## src/rtl/inst_fetch_queue_pkg.sv

```systemverilog
// -----------------------------------------------------------------------------
// inst_fetch_queue_pkg
// Shared types and helpers for the instruction fetch front end.
//   if_state_e  : fetch FSM encoding (IDLE / WAIT / DROP)
//   iq_entry_t  : one buffered instruction word together with its PC
//   align_pc    : forces a redirect target onto a word boundary
//   next_pc     : sequential (predict-not-taken) successor of a fetch PC
// -----------------------------------------------------------------------------
package inst_fetch_queue_pkg;

    localparam int          IQ_SIZE_DEF = 8;
    localparam logic [31:0] PC_STEP     = 32'd4;

    typedef enum logic [1:0] {
        IF_IDLE = 2'b00,
        IF_WAIT = 2'b01,
        IF_DROP = 2'b10
    } if_state_e;

    typedef struct packed {
        logic [31:0] pc;
        logic [31:0] inst;
    } iq_entry_t;

    function automatic logic [31:0] align_pc(input logic [31:0] pc);
        return {pc[31:2], 2'b00};
    endfunction

    // Wraps modulo 2^32 by construction of the 32-bit sum.
    function automatic logic [31:0] next_pc(input logic [31:0] pc);
        return pc + PC_STEP;
    endfunction

endpackage

```

## src/rtl/inst_fetch_queue_fifo.sv

```systemverilog
// -----------------------------------------------------------------------------
// inst_fetch_queue_fifo
// Circular buffer of fetched instruction words with occupancy count.
//   clk_in, rst_n_in : clock, asynchronous active-low reset
//   en_in            : global enable; 0 freezes pointers, count and storage
//   flush_in         : empties the queue; overrides push and pop
//   push_in          : write push_entry_in at the tail (caller guarantees room)
//   push_entry_in    : entry to write
//   pop_in           : drop the head entry; ignored when empty
//   head_entry_out   : current head entry, all-zero when the queue is empty
//   count_out        : number of valid entries (0..DEPTH)
// -----------------------------------------------------------------------------
module inst_fetch_queue_fifo
    import inst_fetch_queue_pkg::*;
#(
    parameter int DEPTH = IQ_SIZE_DEF,
    localparam int PTR_W = $clog2(DEPTH),
    localparam int CNT_W = PTR_W + 1
) (
    input  logic             clk_in,
    input  logic             rst_n_in,
    input  logic             en_in,
    input  logic             flush_in,
    input  logic             push_in,
    input  iq_entry_t        push_entry_in,
    input  logic             pop_in,
    output iq_entry_t        head_entry_out,
    output logic [CNT_W-1:0] count_out
);

    iq_entry_t        mem_r [DEPTH];
    logic [PTR_W-1:0] head_r;
    logic [PTR_W-1:0] tail_r;
    logic [CNT_W-1:0] count_r;
    logic             push_ok_s;
    logic             pop_ok_s;
    iq_entry_t        head_entry_s;

    // Qualify push/pop with enable and flush; a pop on an empty queue is a no-op.
    always_comb begin
        push_ok_s = 1'b0;
        pop_ok_s  = 1'b0;
        if (en_in && !flush_in) begin
            push_ok_s = push_in;
            pop_ok_s  = pop_in && (count_r != {CNT_W{1'b0}});
        end else begin
            push_ok_s = 1'b0;
            pop_ok_s  = 1'b0;
        end
    end

    // Pointer and occupancy bookkeeping; pointers wrap naturally at DEPTH.
    always_ff @(posedge clk_in or negedge rst_n_in) begin
        if (!rst_n_in) begin
            head_r  <= {PTR_W{1'b0}};
            tail_r  <= {PTR_W{1'b0}};
            count_r <= {CNT_W{1'b0}};
        end else if (en_in && flush_in) begin
            head_r  <= {PTR_W{1'b0}};
            tail_r  <= {PTR_W{1'b0}};
            count_r <= {CNT_W{1'b0}};
        end else if (en_in) begin
            if (push_ok_s) begin
                tail_r <= tail_r + PTR_W'(1);
            end else begin
                tail_r <= tail_r;
            end
            if (pop_ok_s) begin
                head_r <= head_r + PTR_W'(1);
            end else begin
                head_r <= head_r;
            end
            count_r <= count_r + CNT_W'(push_ok_s) - CNT_W'(pop_ok_s);
        end else begin
            head_r  <= head_r;
            tail_r  <= tail_r;
            count_r <= count_r;
        end
    end

    // Entry storage; contents are don't-care until written because the head is masked when empty.
    always_ff @(posedge clk_in) begin
        if (push_ok_s) begin
            mem_r[tail_r] <= push_entry_in;
        end
    end

    // Present the head, forced to zero while the queue holds nothing.
    always_comb begin
        head_entry_s = iq_entry_t'(64'd0);
        if (count_r != {CNT_W{1'b0}}) begin
            head_entry_s = mem_r[head_r];
        end else begin
            head_entry_s = iq_entry_t'(64'd0);
        end
    end

    assign head_entry_out = head_entry_s;
    assign count_out      = count_r;

endmodule

```

## src/rtl/inst_fetch_queue.sv

```systemverilog
// -----------------------------------------------------------------------------
// inst_fetch_queue
// Fetch front end: owns the fetch PC, keeps at most one instruction read in
// flight to memory and buffers returned words with their PCs for decode.
// Static predict-not-taken; a redirect replaces the fetch PC and flushes.
//   clk_in, rst_n_in       : clock, asynchronous active-low reset
//   rdy_in                 : global enable; 0 freezes all state
//   redirect_in/_pc_in     : resolved control-flow change and its target
//   mem_req_out/_addr_out  : read request and address (= fetch PC)
//   mem_ack_in             : memory accepted the request
//   mem_resp_valid_in/data : read data returned
//   inst_valid_out/inst_out/inst_pc_out : queue head towards decode
//   inst_ready_in          : decode pops the head when valid & ready
// -----------------------------------------------------------------------------
module inst_fetch_queue
    import inst_fetch_queue_pkg::*;
#(
    parameter int          IQ_SIZE  = IQ_SIZE_DEF,
    parameter logic [31:0] RESET_PC = 32'h0000_0000
) (
    input  logic        clk_in,
    input  logic        rst_n_in,
    input  logic        rdy_in,
    input  logic        redirect_in,
    input  logic [31:0] redirect_pc_in,
    output logic        mem_req_out,
    output logic [31:0] mem_addr_out,
    input  logic        mem_ack_in,
    input  logic        mem_resp_valid_in,
    input  logic [31:0] mem_resp_data_in,
    output logic        inst_valid_out,
    output logic [31:0] inst_out,
    output logic [31:0] inst_pc_out,
    input  logic        inst_ready_in
);

    localparam int CNT_W = $clog2(IQ_SIZE) + 1;

    if_state_e        state_r;
    logic [31:0]      fetch_pc_r;
    logic [CNT_W-1:0] count_s;
    logic             mem_req_s;
    logic             push_s;
    logic             pop_s;
    iq_entry_t        push_entry_s;
    iq_entry_t        head_entry_s;

    // Request only from IDLE with a reserved slot, so every response has room.
    // Held low during reset and during a redirect cycle (the PC is about to change).
    always_comb begin
        mem_req_s = 1'b0;
        if (rst_n_in && (state_r == IF_IDLE) && (count_s < CNT_W'(IQ_SIZE)) && !redirect_in) begin
            mem_req_s = 1'b1;
        end else begin
            mem_req_s = 1'b0;
        end
    end

    // Queue control: a redirect suppresses both the push and the pop of its cycle.
    always_comb begin
        push_s       = 1'b0;
        pop_s        = 1'b0;
        push_entry_s = '{pc: fetch_pc_r, inst: mem_resp_data_in};
        if (redirect_in) begin
            push_s = 1'b0;
            pop_s  = 1'b0;
        end else begin
            push_s = (state_r == IF_WAIT) && mem_resp_valid_in;
            pop_s  = inst_ready_in;
        end
    end

    // Fetch FSM and fetch PC; redirect outranks everything but reset.
    always_ff @(posedge clk_in or negedge rst_n_in) begin
        if (!rst_n_in) begin
            state_r    <= IF_IDLE;
            fetch_pc_r <= RESET_PC;
        end else if (!rdy_in) begin
            state_r    <= state_r;
            fetch_pc_r <= fetch_pc_r;
        end else if (redirect_in) begin
            fetch_pc_r <= align_pc(redirect_pc_in);
            case (state_r)
                IF_IDLE: state_r <= IF_IDLE;
                // A response landing with the redirect is stale and retires the request.
                IF_WAIT: state_r <= mem_resp_valid_in ? IF_IDLE : IF_DROP;
                IF_DROP: state_r <= mem_resp_valid_in ? IF_IDLE : IF_DROP;
                default: state_r <= IF_IDLE;
            endcase
        end else begin
            case (state_r)
                IF_IDLE: begin
                    if (mem_req_s && mem_ack_in) begin
                        state_r <= IF_WAIT;
                    end else begin
                        state_r <= IF_IDLE;
                    end
                end
                IF_WAIT: begin
                    if (mem_resp_valid_in) begin
                        fetch_pc_r <= next_pc(fetch_pc_r);
                        state_r    <= IF_IDLE;
                    end else begin
                        state_r    <= IF_WAIT;
                    end
                end
                IF_DROP: begin
                    if (mem_resp_valid_in) begin
                        state_r <= IF_IDLE;
                    end else begin
                        state_r <= IF_DROP;
                    end
                end
                default: state_r <= IF_IDLE;
            endcase
        end
    end

    inst_fetch_queue_fifo #(
        .DEPTH          (IQ_SIZE)
    ) u_fifo (
        .clk_in         (clk_in),
        .rst_n_in       (rst_n_in),
        .en_in          (rdy_in),
        .flush_in       (redirect_in),
        .push_in        (push_s),
        .push_entry_in  (push_entry_s),
        .pop_in         (pop_s),
        .head_entry_out (head_entry_s),
        .count_out      (count_s)
    );

    assign mem_req_out    = mem_req_s;
    assign mem_addr_out   = fetch_pc_r;
    assign inst_valid_out = (count_s != {CNT_W{1'b0}});
    assign inst_out       = head_entry_s.inst;
    assign inst_pc_out    = head_entry_s.pc;

endmodule
```

## config.mk

```make
export PLATFORM = sky130hd
export DESIGN_NAME = inst_fetch_queue
export DESIGN_NICKNAME = d
export VERILOG_FILES = /design/src/rtl/inst_fetch_queue_pkg.sv /design/src/rtl/inst_fetch_queue_fifo.sv /design/src/rtl/inst_fetch_queue.sv
export SDC_FILE = /design/constraint.sdc
export NUM_CORES = 1
export LEC_CHECK = 0
export BUFFER_PORTS_ARGS = -buffer_cell sky130_fd_sc_hd__buf_2
export CORE_ASPECT_RATIO = 0.7
export CORE_MARGIN = 10
export CORE_UTILIZATION = 54
export DETAILED_ROUTE_END_ITERATION = 12
export PLACE_DENSITY = 0.76
export SLEW_MARGIN = 20
export SYNTH_ARGS = -nofsm -noshare
export SYNTH_HDL_FRONTEND = slang
export SYNTH_SLANG_ARGS = --single-unit
export TNS_END_PERCENT = 10
```

## constraint.sdc

```tcl
create_clock -name clk_in -period 5.5 [get_ports clk_in]
set_clock_uncertainty 0.1 [all_clocks]
set_input_delay 0.825 -clock clk_in [delete_from_list [all_inputs] [get_ports clk_in]]
set_output_delay 0.825 -clock clk_in [all_outputs]
set_load 0.005 [all_outputs]
```

Word level (Yosys, flattened, before mapping)
Memory sizes are Yosys's and may differ from the RTL's.
Index checks and enable logic that the tools add are counted.
Widths: inputs -> output; s select.
- bits in registers: 44
- bits in latches: 0
- RAM bits: 512
- memory bits (read-only): 0
- input port bits: 71
- output and inout port bits: 98
- memories: 1
- add/sub/neg operators: 5
- multipliers: 0
- div/mod/pow operators: 0
- $lt $le $gt $ge: 1
- equality and inequality tests: 2
- shift-type cells: 0
- multiplexer cells: 25
- bitwise logic cells: 0
- reductions and logical operators: 20
- memories (name ; words ; width ; rd ports ; clocked after memory_dff ; write ports ; RTL line ; text):
    u_fifo.mem_r ; 8 ; 64 ; 1 ; 0 ; 1 ; inst_fetch_queue_fifo.sv:31 ; iq_entry_t mem_r [DEPTH];
- operators with widths (cell ; count):
    $mux 32 ; 3
    $mux 64 ; 1
    $add 32x3->32 const B ; 1
    $mux 3 ; 6
    $reduce_bool 2->1 ; 5
    $mux 1 ; 9
    $logic_and 1x1->1 ; 8
    $mux 4 ; 2
    $add 3x1->3 const B ; 2
    $mux 2 ; 3
    $pmux 2 s3 ; 1
    $add 4x1->4 ; 1
    $lt 4x4->1 const B ; 1
    $reduce_and 2->1 ; 2
    $reduce_bool 4->1 ; 1
    $sub 4x1->4 ; 1
    $reduce_and 3->1 ; 1
    $eq 2x1->1 const B ; 1
    $eq 2x2->1 const B ; 1
    $logic_not 2->1 ; 1
    $reduce_or 2->1 ; 1
    $logic_not 1->1 ; 1

Depth between registers and ports, before layout
- depth in word-level cells: 9
- mapped depth: 14

By module
Synthesis repeated with hierarchy kept, for this count alone.
- cell total of the unflattened synthesis: 1128
- area total of the unflattened synthesis: 22327.7 µm²
- modules (own cells, without submodules) (module ; times used ; cells an instance ; area each (µm²) ; sequential area each (µm²)):
    inst_fetch_queue_fifo ; 1 ; 836 ; 19916.6 ; 15625.0
    inst_fetch_queue ; 1 ; 292 ; 2411.1 ; 800.8

Worst setup path before layout
OpenSTA, ideal clock, no wires.
- kind: input to register
- from: in rdy_in
- to: mem u_fifo.mem_r[0][0] (netlist name) (enable)
- library setup time: 558 ps
- arrival time: 5984 ps
- required time: 4842 ps
- slack: -1142 ps
- stages: 6
- buffers on the path: 2
- path through: clkbuf_1 -> nor2b_1 -> and3_1 -> clkbuf_1 -> nand2b_1 -> nor3_1
- word-level cells in the longest chain between the ends: 4
- RTL lines (item ; RTL line ; text):
    start, declared ; inst_fetch_queue.sv:23 ; input logic rdy_in,
    $logic_and 1x1->1 ; inst_fetch_queue_fifo.sv:43 ; if (en_in && !flush_in) begin
    $mux 1 ; inst_fetch_queue_fifo.sv:43 ;
    $mux 1 ; inst_fetch_queue_fifo.sv:83 ; if (push_ok_s) begin
    $mux 1 (implied by the code) ; inst_fetch_queue_fifo.sv:84 ; mem_r[tail_r] <= push_entry_in;
    end, declared ; inst_fetch_queue_fifo.sv:31 ;
Every way passes these cells.

Final worst setup path
- from: reg u_fifo.head_r[1]
- to: out inst_pc_out[27]
- word-level cells in the longest chain between the ends: 2
- RTL lines (item ; RTL line ; text):
    start, declared ; inst_fetch_queue_fifo.sv:32 ; logic [PTR_W-1:0] head_r;
    start signal, assigned ; inst_fetch_queue_fifo.sv:55 ; head_r <= {PTR_W{1'b0}};
    start signal, assigned ; inst_fetch_queue_fifo.sv:59 ; head_r <= {PTR_W{1'b0}};
    start signal, assigned ; inst_fetch_queue_fifo.sv:69 ; head_r <= head_r + PTR_W'(1);
    $mem_v2 8x64 ; -- ;
    $mux 64 ; inst_fetch_queue_fifo.sv:91 ; if (count_r != {CNT_W{1'b0}}) begin
    end, declared ; inst_fetch_queue.sv:33 ; output logic [31:0] inst_pc_out,
Every way passes these cells.

==> metrics.md <==
| Metric | Value |
|---|---|
| Hold-fix buffers, CTS | 0 |
| DRT Pass-1 Iters | 5 |
| CORE AREA | 0.0395 mm2 |
| Total power | 9760 uW |
| Root Driver | clkbuf_16 |
| Synth Area in XOR/XNOR | 0.000815 |
| Slew headroom | 0.269 |
| WL/cell | 24.9 um |
| Sw power | 2460 uW |
| Final Cycle Share | 0.710 |
| Largest family of logic cells by synthesized area | multiplexers |
| Setup TNS | 0 ns |
| Top-count cell post-synth | edfxtp_1 |
| Die Y | 187 um |
| FMAX | 256 MHz |
| Post-Syn Instances | 1109 |
| Post-synthesis compound-gate area fraction | 0.0238 |
| Clock power share | 0.352 |
| Share of the synthesized area in the top cell type | 0.693 |
| Vias/cell | 5.97 |
| FP Rows | 61 |
| Synthesized area | 0.0215 mm2 |
| Final setup viols | 0 |
| Sw Share | 0.252 |
| Critical path peak fanout | 66 |
| Cell Pwr Density | 396 mW/mm2 |
| Total number of vias | 11100 |
| Initial antenna violation count | 2 |
| RSZ-0062 raised after global routing | false |
| H-tree levels | 2 |
| Io pins | 169 |
| TritonCTS Buffers | 49 |
| Global route total overflow | 0 |
| Internal power | 7310 uW |
| Register bit count reported by yosys | 538 |
| Status | complete, no violations |
| Placed Area | 0.0230 mm2 |
| CTS resizes | 0 |
| Post-synthesis mux area share | 0.167 |
| IO buf count | 162 |
| Pleak | 0.00808 uW |
| Clk_lat worst skew | 0.57 ns |
| First-pass GRT wire length | 70600 um |
| CTS tree | yes |
| Placer Congestion | 0.795 |
| CTS clk-pin slew, worst paths | 0.07 ns |
| Top cells by count, synth | 496 x edfxtp_1, 124 x mux4_2, 79 x nor2_1 |
| Max Slew Vio Count | 0 |
| Post-synth ARST share | 0.0781 |
| Post-DP HPWL | 26400 um |
| Total GRT Usage | 0.189 |
| Pin count of the biggest net entering global routing | 67 |
| CP Data Arrival Time | 2.98 ns |
| Min Tclk post-route | 3.91 ns |
| Dominant cells by area after synthesis | edfxtp_1 69%, mux4_2 13%, dfrtp_1 4.9% |
| Final instance area | 0.0247 mm2 |
| CTS Sinks | 538 |
| Area grow syn2layout | 14.7% |
| Synth warn | 0 |
| Die area | 0.0483 mm2 |
| Worst Tran Pin Value | 1.10 ns |
| Vias in the first global route | 11400 |
| Primary FF master, synth | edfxtp_1 |
| Hold Vio Cnt, Final | 0 |
| Clk buf depth | 3 |
| MaxCap Viol Count | 0 |
| # nets final | 1364 |
| Flop pwr share | 0.489 |
| DRC Markers | 0 |
| Crit. End Element | primary output |
| Layout cells sized above 1 | 0.306 |
| Remaining antenna violation count | 0 |
| Comb pwr share | 0.159 |
| Worst hold path class | input pin to async pin |
| Sequential fraction of the synthesis area | 0.742 |
| Post-synth EDFFs | 496 |
| Initial drt markers | 1049 |
| Reg2Reg Depth | 13 |
| Startpoint Class | flop |
| Count of different cell masters after synthesis | 52 |
| Syn_area_per_cell | 19.4 um2 |
| Initial Util | 0.544 |
| Drt total wl | 46100 um |
| Synth Area in Adders | 0.00792 |
| Largest area contributor in the netlist | edfxtp_1 |
| Req. time, crit path | 4.58 ns |
| Simple-gate share of the synthesized area | 0.0433 |
| Die width | 258 um |
| Post-CTS setup buffers | 0 |
| Setup Crit Path Kind | flop to primary output |
| Maximum vdd drop | 238 uV |
## path summary, 6_finish.rpt
check,startpoint,slack (ns),end
max in group asynchronous,rst_n_in,4.60,u_fifo.head_r[1]$_DFFE_PN0P_
worst max register to register,u_fifo.count_out[2]$_DFFE_PN0P_,2.20,u_fifo.count_out[3]$_DFFE_PN0P_
worst max-delay path,u_fifo.head_r[1]$_DFFE_PN0P_,1.59,inst_pc_out[27]
min in group clk_in,redirect_pc_in[9],0.38,mem_addr_out[9]$_DFFE_PN0P_
worst min register to register,u_fifo.tail_r[0]$_DFFE_PN0P_,0.46,u_fifo.tail_r[0]$_DFFE_PN0P_
worst min-delay path,rst_n_in,0.25,u_fifo.count_out[2]$_DFFE_PN0P_
## state kept, by name, indices dropped and copies added (netlist names)
name / count
u_fifo.head_r: 3
mem_addr_out: 30
state_r: 2
u_fifo.mem_r: 496
u_fifo.tail_r: 3
u_fifo.count_out: 4
## critical path, stage by stage, from the launching register on
cell and delay, ns:
dfrtp_4 1.10, buf_4 0.49, mux4_2 0.37, mux2i_1 0.14, nor2_1 0.09, buf_2 0.18
## cells by family after synthesis
family	Yosys count
DFF	538
muxes	203
and+or+nand+nor	195
AOI/OAI and AO/OA	79
buffers and inverters	78
adders and majority gates	13
xor gates and xnor gates	2
other	1
## layout make-up
cell class,count,area [um2]
multi-input combinational,496,5300
clock buffer,57,1300
clock inverter,33,332
tap,535,669
antenna,1,2.50
sequential,538,16000
timing repair buffer,183,1060
fill,2823,14900
inverter,12,45.0
## metal layers
metal  global-route usage  routed length, um
met2                0.305              22700
met1                0.265              19300
met3               0.0353               3110
met4               0.0456                933
met5                    0                 12
## placed cells by master (no fill, tap or decap), types with 3 or more instances in the layout
| cell | synthesis | final |
|---|---|---|
| clkbuf_1 | 39 | 6 |
| and3_1 | 9 | 8 |
| nand2_1 | 42 | 42 |
| edfxtp_1 | 496 | 496 |
| nor4_1 | 8 | 7 |
| nand3_1 | 16 | 16 |
| dfrtp_1 | 42 | 39 |
| or3_1 | 3 | 3 |
| buf_12 | 0 | 7 |
| nor2_1 | 79 | 73 |
| bufinv_16 | 0 | 6 |
| dfrtp_4 | 0 | 3 |
| a221o_1 | 5 | 5 |
| nand4_1 | 6 | 6 |
| nand2b_1 | 5 | 5 |
| clkinv_1 | 0 | 10 |
| nor3_1 | 9 | 7 |
| and4_1 | 3 | 3 |
| o22ai_1 | 19 | 19 |
| a311o_1 | 3 | 3 |
| clkbuf_16 | 0 | 51 |
| buf_2 | 11 | 162 |
| o21ai_0 | 10 | 10 |
| nor2_4 | 0 | 6 |
| clkinv_2 | 0 | 8 |
| a21oi_1 | 26 | 26 |
| ha_1 | 12 | 12 |
| a22o_1 | 4 | 4 |
| inv_1 | 12 | 12 |
| mux2i_1 | 78 | 78 |
| inv_6 | 0 | 4 |
| clkinvlp_4 | 0 | 4 |
| mux4_2 | 124 | 124 |
| conb_1 | 1 | 4 |
| buf_4 | 4 | 14 |
## stage by stage
step	std cells	hold slack, ns	setup WS [ns]	utilization
global placement	1764	0.416	1.82	0.582
global route	1855	0.280	1.40	0.624
CTS	1854	0.239	1.52	0.623
finish	1855	0.251	1.59	0.624
detailed placement	1764	0.431	1.77	0.582
floorplan	1112	0.389	-1.12	-
## power by group through the flow
stage | clock network [uW] | registers [uW] | logic (uW)
final | 3440 | 4770 | 1550
after CTS | 3510 | 4780 | 1590
after detailed placement | 0 | 4870 | 1580
after floorplan | 0 | 4730 | 1060
after global routing | 3690 | 4800 | 1710
after global placement | 0 | 4850 | 1570
Power figures use the tool's default switching activity.
